==> src/rtl/ks_mp_add_ctrl.sv <==
// Multi-precision add sequencer around a shared combinational adder core; LSB-first chunk stream.
// Optional subtract mode is compiled in with KS_SUB_EN.
module ks_mp_add_ctrl #(
  parameter int unsigned W = 4,
  parameter int unsigned N = 4
) (
  input  logic         clk,
  input  logic         rst_n,
  input  logic         ena,
  input  logic         in_valid,
  output logic         in_ready,
  input  logic [W-1:0] in_a,
  input  logic [W-1:0] in_b,
  input  logic         op_sub,
  input  logic         abort,
  output logic [W-1:0] add_a,
  output logic [W-1:0] add_b,
  output logic         add_cin,
  input  logic [W-1:0] add_sum,
  input  logic         add_cout,
  output logic         out_valid,
  input  logic         out_ready,
  output logic [W-1:0] out_sum,
  output logic         out_last,
  output logic         out_cout,
  output logic         busy
);

  localparam int unsigned IdxW = (N > 1) ? $clog2(N) : 1;
  localparam logic [IdxW-1:0] LastIdx = IdxW'(N - 1);

  logic [IdxW-1:0] idx_q, idx_d;
  logic            carry_q, carry_d;
  logic            out_valid_q, out_valid_d;
  logic [W-1:0]    out_sum_q, out_sum_d;
  logic            out_last_q, out_last_d;
  logic            out_cout_q, out_cout_d;
  logic            accept;
  logic            first_chunk;
  logic            last_chunk;
  logic            sub_cur;

  assign first_chunk = (idx_q == '0);
  assign last_chunk  = (idx_q == LastIdx);

`ifdef KS_SUB_EN
  logic sub_q, sub_d;
  // The first chunk sees op_sub directly; later chunks use the latched mode.
  assign sub_cur = first_chunk ? op_sub : sub_q;
`else
  logic unused_op_sub;
  assign unused_op_sub = op_sub;
  assign sub_cur       = 1'b0;
`endif

  // Single-entry output register: a new chunk may enter while the old one drains.
  assign in_ready = ena && !abort && (!out_valid_q || out_ready);
  assign accept   = in_valid && in_ready;

  assign add_a   = in_a;
  assign add_b   = sub_cur ? ~in_b : in_b;
  assign add_cin = first_chunk ? sub_cur : carry_q;

  always_comb begin
    idx_d       = idx_q;
    carry_d     = carry_q;
    out_valid_d = out_valid_q;
    out_sum_d   = out_sum_q;
    out_last_d  = out_last_q;
    out_cout_d  = out_cout_q;
`ifdef KS_SUB_EN
    sub_d       = sub_q;
`endif
    if (out_valid_q && out_ready) begin
      out_valid_d = 1'b0;
    end
    if (abort) begin
      idx_d   = '0;
      carry_d = 1'b0;
`ifdef KS_SUB_EN
      sub_d   = 1'b0;
`endif
    end else if (accept) begin
      out_sum_d   = add_sum;
      out_valid_d = 1'b1;
      if (last_chunk) begin
        out_last_d = 1'b1;
        out_cout_d = add_cout;
        carry_d    = 1'b0;
        idx_d      = '0;
`ifdef KS_SUB_EN
        sub_d      = 1'b0;
`endif
      end else begin
        out_last_d = 1'b0;
        carry_d    = add_cout;
        idx_d      = idx_q + IdxW'(1);
`ifdef KS_SUB_EN
        if (first_chunk) begin
          sub_d = op_sub;
        end
`endif
      end
    end
  end

  always_ff @(posedge clk or negedge rst_n) begin
    if (!rst_n) begin
      idx_q       <= '0;
      carry_q     <= 1'b0;
      out_valid_q <= 1'b0;
      out_sum_q   <= '0;
      out_last_q  <= 1'b0;
      out_cout_q  <= 1'b0;
`ifdef KS_SUB_EN
      sub_q       <= 1'b0;
`endif
    end else begin
      idx_q       <= idx_d;
      carry_q     <= carry_d;
      out_valid_q <= out_valid_d;
      out_sum_q   <= out_sum_d;
      out_last_q  <= out_last_d;
      out_cout_q  <= out_cout_d;
`ifdef KS_SUB_EN
      sub_q       <= sub_d;
`endif
    end
  end

  assign out_valid = out_valid_q;
  assign out_sum   = out_sum_q;
  assign out_last  = out_last_q;
  assign out_cout  = out_cout_q;
  assign busy      = (idx_q != '0);

endmodule
==> config.mk <==
export PLATFORM = sky130hd
export DESIGN_NAME = ks_mp_add_ctrl
export DESIGN_NICKNAME = d
export VERILOG_FILES = /design/src/rtl/ks_mp_add_ctrl.sv
export SDC_FILE = /design/constraint.sdc
export NUM_CORES = 1
export LEC_CHECK = 0
export BUFFER_PORTS_ARGS = -buffer_cell sky130_fd_sc_hd__clkbuf_2
export CAP_MARGIN = 10
export CORE_MARGIN = 3
export CORE_UTILIZATION = 36
export CTS_CLUSTER_DIAMETER = 150
export DETAILED_ROUTE_END_ITERATION = 8
export PLACE_DENSITY = 0.75
export SYNTH_ARGS = -nofsm -noshare
export SYNTH_HDL_FRONTEND = slang
export SYNTH_SLANG_ARGS = --single-unit
==> constraint.sdc <==
create_clock -name clk -period 3.03 [get_ports clk]
set_input_delay 0 -clock clk [delete_from_list [all_inputs] [get_ports clk]]
set_output_delay 0 -clock clk [all_outputs]
set_load 0.01 [all_outputs]
==> results of run 1 <==
==> final cells by class <==
class | count | share of cell area (%)
Multi-Input combinational cell | 26 | 29.2
Timing Repair Buffer | 27 | 25.5
Clock buffer | 3 | 3.37
Sequential cell | 10 | 37.5
Inverter | 3 | 1.69
Tap cell | 15 | 2.81
==> kinds of logic after synthesis <==
kind of cell | after synthesis | synth area share [%]
simple gates | 12 | 14.3
flops | 10 | 48.4
buf+inv | 11 | 13.8
mux | 5 | 10.9
fa+ha+maj | 2 | 4.84
compound gates | 7 | 7.75
==> worst register-to-register path, cell delays in order (launching register included) <==
cell	delay, ps
dfrtp_1	400
ha_1	230
or4b_1	520
a21oi_1	140
==> stage by stage <==
step                      setup slack, ps  util (%)  std cells
after floorplan                      1730         -         47
after global placement               1690      43.7         74
after detailed placement             1670      43.7         74
after CTS                            1660      50.7         84
after global routing                 1590      50.7         84
final                                1670      50.7         84
==> what timing repair did <==
item | 4_1_cts | 5_1_grt
resized for setup | 0 | 0
hold endpoints to repair | 18 | 0
hold buffers | 7 | 0
setup endpoints to repair | 0 | 0
==> sequential cells by signal, indices dropped and copies added, names as in the netlist <==
register   flops
idx_q          2
out_cout       1
out_sum        4
out_last       1
out_valid      1
carry_q        1
==> metal layers <==
layer	vias to the layer above	global-route usage [%]
met5	-	0
met4	0	5.42
met3	6	4.98
met2	15	20.1
met1	196	11.9
li1	197	-
==> cells in the final DEF (no fill, tap or decap) <==
cell	n
clkbuf_2	20
dfrtp_1	10
dlygate4sd3_1	7
mux2_2	5
inv_1	3
nor2b_1	3
o21ai_0	3
a21oi_1	3
clkbuf_4	3
nand2_1	2
nand4_1	2
ha_1	2
nand2b_1	1
and2_1	1
nand3_1	1
or4b_1	1
a21bo_2	1
or4_1	1
==> final timing paths <==
path / startpoint / endpoint / slack (ps) / cells past startpoint
worst max-delay path: idx_q[0]$_DFFE_PN0P_ / carry_q$_DFFE_PN0P_ / 1670 / 3
worst min-delay path: in_a[2] / add_a[2] / 0.004 / 0
worst max register to register: idx_q[0]$_DFFE_PN0P_ / carry_q$_DFFE_PN0P_ / 1670 / 3
worst min register to register: out_last$_DFFE_PN0P_ / out_last$_DFFE_PN0P_ / 490 / 1
max in group asynchronous: rst_n / out_sum[1]$_DFFE_PN0P_ / 2700 / 2
min in group asynchronous: rst_n / carry_q$_DFFE_PN0P_ / 130 / 2
==> power groups by stage <==
stage / Combinational (mW) / Clock (mW) / Sequential [mW]
finish: 0.0635 / 0.0879 / 0.156
global placement: 0.0560 / 0 / 0.158
global route: 0.0715 / 0.0968 / 0.159
CTS: 0.0647 / 0.0918 / 0.156
detailed placement: 0.0575 / 0 / 0.159
floorplan: 0.0333 / 0 / 0.164
==> impl_results.md, run 1 <==
* Synthesized area per cell at between 10 and 15 um2
* Yosys top cell by area: dfrtp_1
* Final instance area at roughly 670 um2
* Final ANT Viol Nets at 0
* Crit-path leading delay family: simple AND/OR/NAND/NOR gates
* Worst-skew pair later-pin latency at about 250 ps
* Flops & latches, synth at 10
* Fill count at roughly 130
* Vias/cell at ~4.9
* Largest net degree at the start of global routing at 11
* Int Power at around 230 uW
* Number of synthesized flops with an enable pin at 0
* Combinational power share at about a fifth
* IO Pins at 38
* Cell with the most instances after synthesis: dfrtp_1
* Tot GR Track Use at 11.6%
* Final Hold Fails at 0
* HPWL Detailed at 764 um
* Top-area cell type share of the netlist area at 48.4%
* Max-Cap Viols at 0
* Leak Pwr at between 0.3 and 0.4 nW
* Initial Util at between 30 and 40%
* Mapped Area at between 500 and 600 um2
* Final-stage net count at slightly above 90
* Fin crit share at between 40% and 50%
* Max_slew headroom at around 83%
* Clock power frac at 28.6%
* Reg power frac at between 50% and 60%
* First-pass detailed-route iteration total at 5
* List of most frequent post-synthesis cells: 10 x dfrtp_1, 8 x buf_4, 5 x mux2_2
* Crit Path Class: flop to flop
* Clock root cell: clkbuf_4
* Met1 wire length at 355 um
* First-pass GRT wire length at ~1700 um
* Initial antenna violation count at 0
* Worst path slowest cell: or4b_1
* Routed WL at between 900 and 1000 um
* Sw power at ~80 uW
* Sequential area share after synthesis at between 40% and 50%
* Via count at ~410
* ANT cells at 0
* Commonest register cell after synthesis: dfrtp_1
* Area of the multi-input gates at between 150 and 200 um2
* Number of global-route vias before repair at roughly 420
* Synth Instances at 47
* Reg area at ~250 um2
* Dpl cell area at 576 um2
* Cell Rows at 13
* Hold Worst Slack at roughly 0.0045 ps
* Peak Freq at roughly 730 MHz
* Post-CTS Setup Bufs at 0
* Worst Path Max Fanout at 4
* Final setup viols at 0
* Port Buf Inserts at 20
* Minimum clock period at 1360 ps
* Critical path required time at 3220 ps
* WP data arrival at 1550 ps
* Worst Hold Class: primary input to output pin
* Syn-to-layout area delta at 29.3%
* PnR Total Power at between 300 and 400 uW
* Global route overflow at 0
* Final clock skew at 0.750 ps
* H-tree level count at 1
* Die footprint at just under 2000 um2
* Unique masters post-synth at 16
* Metal3 WL at around 80 um
* Synth top area cells: dfrtp_1 48%, buf_4 12%, mux2_2 11%
* Slew @ Worst Pin at around 250 ps
* CTS Buf Count at 3
* Outcome: complete, no violations
* Setup crit end kind: flop
* Final setup TNS at 0 ps
* Critical Path Max Stage Delay at approximately 520 ps
* P per Cell Area at roughly 460 nW/um2
* Asr flop ratio synth at 100%
* Max rail drop VDD at about 230 uV
* Max Buffers Root-to-Sink at 2
* Top Metal Used: met4
* Final GP Congestion at 0.714
* Mapped Nets at between 60 and 70
* DR DRC count at 0
* TritonCTS clock tree: built
* Reg clk slew, reported paths at roughly 60 ps
* Chip Height at 43.9 um
* Share of cells above drive strength 1 at 42.0%
* RSZ-0062 raised after global routing: no
* WL/cell at roughly 11 um
* Critical-path cell list: ha_1, or4b_1, a21oi_1
* Routed wl met2 at between 400 and 500 um
* Clock net sink count at 10
* Die Wd at 43.9 um
* Yosys Warn Count at 0
* Worst setup SP type: flop
* Initial DRC count at 2
* Slew Viols, Final at 0
* Crit path buffers/inverters at 0
* Sw Ratio at around a quarter
* CORE AREA at about 1300 um2
(Power assumes the default switching activity.)
==> run 2: changes to the inputs <==
clock period = 1.4 ns   (was 3.03 ns; I/O delays follow)
==> run 2 against run 1 <==
  * Count of clock-buffer cells in the layout rose by 1
  * Clock power increased to 2.9 times the previous value
  * Non-clock buffer count grew 2
  * Global-route usage up 0.87 points
  * Fmax increased by 1.7%
  * First-iteration DRC count rose to 2.5 times the previous value
  * Power is 140% higher
  * Register-to-register slack worse by 1600 ps
  * Via count up 2.2%
  * Final cell count is 3.6% higher
  * Largest cell class unchanged
==> impl_results.md, run 2 (synthesis gave the netlist of run 1 again) <==
* Minimum clock period at 1340 ps (was 1360 ps)
* Layout Utilization at 53.8% (was 50.7%)
* Hold Worst Slack at 0.00448 ps (unchanged)
* Routed WL at 1000 um (was 949 um)
* Peak Freq at 745 MHz (was 733 MHz)
* Die Wd at 43.9 um (unchanged)
* Worst Min Path Start: in_a[2] (unchanged)
* Port Buf Inserts at 20 (unchanged)
* Fill count at 114 (was 125)
* Crit path buffers/inverters at 0 (unchanged)
* Critical Path Max Stage Delay at 530 ps (was 520 ps)
* Final ANT Viol Nets at 0 (unchanged)
* WP data arrival at 1530 ps (was 1550 ps)
* Reg2reg path depth at 3 (unchanged)
* Initial DRC count at 5 (was 2)
* H-tree level count at 1 (unchanged)
* Final GP Congestion at 0.706 (was 0.714)
* Cell Rows at 13 (unchanged)
* Initial Util at 39.2% (unchanged)
* Max-Cap Viols at 0 (unchanged)
* DR DRC count at 0 (unchanged)
* RSZ-0062 raised after global routing: no (unchanged)
* Commonest non-fill, non-tap cells in the layout: 20 x clkbuf_2, 10 x dfrtp_1, 7 x dlygate4sd3_1 (unchanged)
* P per Cell Area at 1040 nW/um2 (was 460 nW/um2)
* Worst path slowest cell: or4b_1 (unchanged)
* Max rail drop VDD at 570 uV (was 228 uV)
* Crit-path leading delay family: simple AND/OR/NAND/NOR gates (unchanged)
* Worst-skew pair later-pin latency at 260 ps (was 250 ps)
* Final setup TNS at 0 ps (unchanged)
* Max Buffers Root-to-Sink at 2 (unchanged)
* CORE AREA at 1320 um2 (unchanged)
* Critical-path cell list: ha_2, or4b_1, a21oi_2 (was ha_1, or4b_1, a21oi_1)
* Final-stage net count at 95 (was 93)
* Clock net sink count at 10 (unchanged)
* WHS Endpoint: add_a[2] (unchanged)
* Fin crit share at 95.9% (was 45.0%)
* Final setup viols at 0 (unchanged)
* Worst Path Max Fanout at 4 (unchanged)
* Die footprint at 1930 um2 (unchanged)
* Reg-to-reg endpoint: carry_q$_DFFE_PN0P_ (unchanged)
* First-pass GRT wire length at 1780 um (was 1660 um)
* Setup crit end kind: flop (unchanged)
* Worst setup SP type: flop (unchanged)
* Share of cells above drive strength 1 at 48.6% (was 42.0%)
* Tot GR Track Use at 12.5% (was 11.6%)
* Worst R2R Start: idx_q[0]$_DFFE_PN0P_ (unchanged)
* Slew @ Worst Pin at 254 ps (about the same)
* Reg area at 250 um2 (unchanged)
* Most common cell after layout, fill and taps aside: clkbuf_2 (unchanged)
* Outcome: complete, no violations (unchanged)
* IO Pins at 38 (unchanged)
* Vias/cell at 4.86 (was 4.93)
* Number of global-route vias before repair at 438 (was 424)
* Largest net degree at the start of global routing at 11 (unchanged)
* CTS Buf Count at 3 (unchanged)
* PnR Total Power at 735 uW (was 308 uW)
* Reg2reg setup slack at 60 ps (was 1670 ps)
* Clock root cell: clkbuf_4 (unchanged)
* Largest register FFs at 4 (unchanged)
* Via count at 423 (was 414)
* Hold Crit Depth at 0 (unchanged)
* Chip Height at 43.9 um (unchanged)
* Area of the multi-input gates at 206 um2 (was 195 um2)
* Slew Viols, Final at 0 (unchanged)
* Final clock skew at 0.267 ps (was 0.750 ps)
* Leak Pwr at 0.362 nW (was 0.347 nW)
* Final Hold Fails at 0 (unchanged)
* First-pass detailed-route iteration total at 2 (was 5)
* ANT cells at 0 (unchanged)
* Reg clk slew, reported paths at 60 ps (about the same)
* Syn-to-layout area delta at 37.0% (was 29.3%)
* Critical path required time at 1590 ps (was 3220 ps)
* Crit Path Class: flop to flop (unchanged)
* Initial antenna violation count at 0 (unchanged)
* WL/cell at 11.5 um (was 11.3 um)
* TritonCTS clock tree: built (unchanged)
* Global route overflow at 0 (unchanged)
* Max_slew headroom at 83.0% (about the same)
* Worst Hold Class: primary input to output pin (unchanged)
==> run 2: changes by cell type in the layout (fill, tap and decap cells not counted) <==
cell / change
buf_4: +2
clkbuf_8: +1
ha_2: +1
a21oi_2: +1
nand3_1: -1
ha_1: -1
nand3_2: +1
a21oi_1: -1
==> run 2: stage by stage <==
| step | setup WS, ps | cells | instance area (um2) |
|---|---|---|---|
| finish | 57.8 | 87 | 708 |
| global route | 9.94 | 87 | 708 |
| CTS | 8.82 | 86 | 689 |
| detailed placement | 22.9 | 75 | 583 |
| global placement | 68.6 | 75 | 583 |
| floorplan | 101 | 47 | 517 |
==> run 2: worst max path at each step <==
stage / startpoint / endpoint / depth (start not counted) / slack, ps
floorplan: idx_q[0]$_DFFE_PN0P_ / carry_q$_DFFE_PN0P_ / 3 / 100
global placement: idx_q[0]$_DFFE_PN0P_ / carry_q$_DFFE_PN0P_ / 3 / 70
detailed placement: idx_q[0]$_DFFE_PN0P_ / carry_q$_DFFE_PN0P_ / 3 / 20
CTS: idx_q[0]$_DFFE_PN0P_ / carry_q$_DFFE_PN0P_ / 3 / 9
global route: idx_q[0]$_DFFE_PN0P_ / carry_q$_DFFE_PN0P_ / 3 / 10
finish: idx_q[0]$_DFFE_PN0P_ / carry_q$_DFFE_PN0P_ / 3 / 60
==> run 2: final cells by class <==
class                      instances  area share (%)
clock buffer                       4            5.12
sequential                        10            35.3
tap                               15            2.65
inverter                           3            1.59
multi-input combinational         26            29.2
timing repair buffer              29            26.1
==> run 2: report_power, final <==
group	internal, mW	switching (mW)
clock network	0.158	0.0949
logic	0.0787	0.0665
registers	0.320	0.0165
==> run 2: per-layer routing <==
layer  vias to the layer above  GRT usage, %  routed length, um
met5                         -             0                  0
met4                         0          7.23                 20
met3                         6          4.98                 93
met2                        15          20.6                508
met1                       199          13.2                379
li1                        203             -                  -
==> run 2: repair_timing <==
item                                   CTS  global route
gates resized for setup                  0             3
setup endpoints to repair                0             2
setup buffers                            0             1
endpoints found under the hold margin   18             0
hold buffers                             7             0
==> run 3: changes to the inputs <==
BUFFER_PORTS_ARGS = -buffer_cell sky130_fd_sc_hd__buf_2   (was -buffer_cell sky130_fd_sc_hd__clkbuf_2)
==> run 3 against run 2 <==
  * Fmax down 0.64%
  * First-iteration DRC count down 80%
  * Clock skew up 2.8 ps
  * Power up 0.38%
  * Sequential cell count unchanged
  * Count of clock-buffer cells in the layout unchanged
  * Final area up 0.53%
  * Sequential power about the same
  * Via count up 1.2%
  * Setup slack worse by 8.6 ps
  * Wire length up 6.2%
  * Critical endpoint unchanged
==> impl_results.md, run 3 (synthesis gave the netlist of run 1 again) <==
* Worst setup SP type: flop (unchanged)
* Worst Hold Class: primary input to output pin (unchanged)
* Peak Freq at 740 MHz (was 745 MHz)
* RSZ-0062 raised after global routing: no (unchanged)
* Sw Ratio at 24.2% (about the same)
* Fin crit share at 96.5% (was 95.9%)
* CORE AREA at 1320 um2 (unchanged)
* P per Cell Area at 1040 nW/um2 (about the same)
* Port Buf Inserts at 20 (unchanged)
* Cell Rows at 13 (unchanged)
* TritonCTS clock tree: built (unchanged)
* Reg clk slew, reported paths at 70 ps (was 60 ps)
* WHS Endpoint: add_a[2] (unchanged)
* Combinational power share at 19.9% (was 19.8%)
* Number of global-route vias before repair at 439 (was 438)
* Slew Viols, Final at 0 (unchanged)
* Clock root cell: clkbuf_4 (unchanged)
* Syn-to-layout area delta at 37.8% (was 37.0%)
* Crit-path leading delay family: simple AND/OR/NAND/NOR gates (unchanged)
* Chip Height at 43.9 um (unchanged)
* Final setup viols at 0 (unchanged)
* Worst Min Path Start: in_a[2] (unchanged)
* Initial antenna violation count at 0 (unchanged)
* Max rail drop VDD at 560 uV (was 570 uV)
* Max-Cap Viols at 0 (unchanged)
* Final clock skew at 3.10 ps (was 0.267 ps)
* Max Buffers Root-to-Sink at 2 (unchanged)
* Worst setup margin at 49.2 ps (was 57.8 ps)
* Leak Pwr at 0.365 nW (was 0.362 nW)
* Layout Utilization at 54.0% (was 53.8%)
* Final setup TNS at 0 ps (unchanged)
* Final Hold Fails at 0 (unchanged)
* IO Pins at 38 (unchanged)
* Worst-skew pair later-pin latency at 260 ps (about the same)
* Commonest non-fill, non-tap cells in the layout: 20 x buf_2, 10 x dfrtp_1, 7 x dlygate4sd3_1 (was 20 x clkbuf_2, 10 x dfrtp_1, 7 x dlygate4sd3_1)
* Die Wd at 43.9 um (unchanged)
* Minimum clock period at 1350 ps (was 1340 ps)
* Hold Worst Slack at 0.00448 ps (unchanged)
* Pre-CTS setup slack at 23.3 ps (was 22.9 ps)
* Final-stage net count at 95 (unchanged)
* Vias/cell at 4.92 (was 4.86)
* First-pass GRT wire length at 1730 um (was 1780 um)
* Largest net degree at the start of global routing at 11 (unchanged)
* H-tree level count at 1 (unchanged)
* Clock net sink count at 10 (unchanged)
* Die footprint at 1930 um2 (unchanged)
* Sw power at 179 uW (was 178 uW)
* Critical-path cell list: ha_2, or4b_1, a21oi_1 (was ha_2, or4b_1, a21oi_2)
* Critical Path Max Stage Delay at 520 ps (was 530 ps)
* Crit Path Class: flop to flop (unchanged)
* Worst Path Max Fanout at 4 (unchanged)
* HPWL Detailed at around 790 um
* Largest register FFs at 4 (unchanged)
* Slew @ Worst Pin at 275 ps (was 254 ps)
* Crit path buffers/inverters at 0 (unchanged)
* ANT cells at 0 (unchanged)
* Most common cell after layout, fill and taps aside: buf_2 (was clkbuf_2)
* Hold Crit Depth at 0 (unchanged)
* Worst path slowest cell: or4b_1 (unchanged)
* CTS Buf Count at 3 (unchanged)
* WP data arrival at 1540 ps (was 1530 ps)
* Setup crit end kind: flop (unchanged)
* Int Power at 559 uW (was 557 uW)
* First-pass detailed-route iteration total at 2 (unchanged)
* Initial DRC count at 1 (was 5)
* Reg power frac at 45.9% (about the same)
* Reg2reg setup slack at 50 ps (was 60 ps)
* Reg-to-reg endpoint: carry_q$_DFFE_PN0P_ (unchanged)
* Global route overflow at 0 (unchanged)
* Clock power frac at 34.2% (was 34.4%)
* Via count at 428 (was 423)
* Final ANT Viol Nets at 0 (unchanged)
* Critical path required time at 1590 ps (about the same)
* Worst R2R Start: idx_q[0]$_DFFE_PN0P_ (unchanged)
* Reg2reg path depth at 3 (unchanged)
* DR DRC count at 0 (unchanged)
* Share of cells above drive strength 1 at 50.0% (was 48.6%)
* WL/cell at 12.2 um (was 11.5 um)
* Final GP Congestion at 0.698 (was 0.706)
* Initial Util at 39.2% (unchanged)
* Tot GR Track Use at 12.1% (was 12.5%)
* Outcome: complete, no violations (unchanged)
* Routed WL at 1060 um (was 1000 um)
* Max_slew headroom at 81.6% (was 83.0%)
[run 3: changes by cell type in the layout (fill, tap and decap cells not counted), sizes merged]
| cell | before | now |
|---|---|---|
| buf | 2 | 22 |
| clkbuf | 24 | 4 |
[run 3: worst max path at each step]
stage                    startpoint                  end  cells past startpoint
3_3_place_gp   idx_q[0]$_DFFE_PN0P_  carry_q$_DFFE_PN0P_                      3
2_1_floorplan  idx_q[0]$_DFFE_PN0P_  carry_q$_DFFE_PN0P_                      3
4_1_cts        idx_q[0]$_DFFE_PN0P_  carry_q$_DFFE_PN0P_                      3
6_report       idx_q[0]$_DFFE_PN0P_  carry_q$_DFFE_PN0P_                      3
3_5_place_dp   idx_q[0]$_DFFE_PN0P_  carry_q$_DFFE_PN0P_                      3
5_1_grt        idx_q[0]$_DFFE_PN0P_  carry_q$_DFFE_PN0P_                      3
[run 3: final cells by class]
class | count | area (um2)
Clock buffer | 4 | 36.3
Timing Repair Buffer | 29 | 185
Multi-Input combinational cell | 26 | 210
Sequential cell | 10 | 250
Tap cell | 15 | 18.8
Fill cell | 127 | 606
Inverter | 3 | 11.3
[run 3: what timing repair did]
item | 4_1_cts | 5_1_grt
setup endpoints to repair | 0 | 6
buffers inserted | 0 | 1
hold buffers | 7 | 0
gates resized for setup | 0 | 4
endpoints found under the hold margin | 18 | 0
[run 3: per-stage QoR]
stage | instances | total power [mW] | cell area, um2
floorplan | 47 | 0.427 | 517
global placement | 75 | 0.464 | 583
detailed placement | 75 | 0.469 | 583
CTS | 86 | 0.741 | 689
global route | 87 | 0.788 | 712
finish | 87 | 0.738 | 712
[run 3: worst reg2reg max path: stages, from the launching register on]
cell     delay, ps
dfrtp_1        420
ha_2           210
or4b_1         520
a21oi_1        130
[run 3: layer usage]
layer | global-route usage (%) | share of wire (%) | wire [um]
met2 | 21.2 | 54 | 573
met4 | 7.23 | 1.9 | 20
met1 | 12.0 | 36 | 382
met3 | 4.56 | 8.3 | 88
met5 | 0 | 0 | 0
[run 3: power by group through the flow]
stage                     Sequential, mW  Combinational, mW  Clock (mW)
after floorplan                    0.354             0.0721           0
after global placement             0.340              0.124           0
after detailed placement           0.342              0.128           0
after CTS                          0.337              0.142       0.262
after global routing               0.342              0.164       0.282
final                              0.338              0.147       0.252
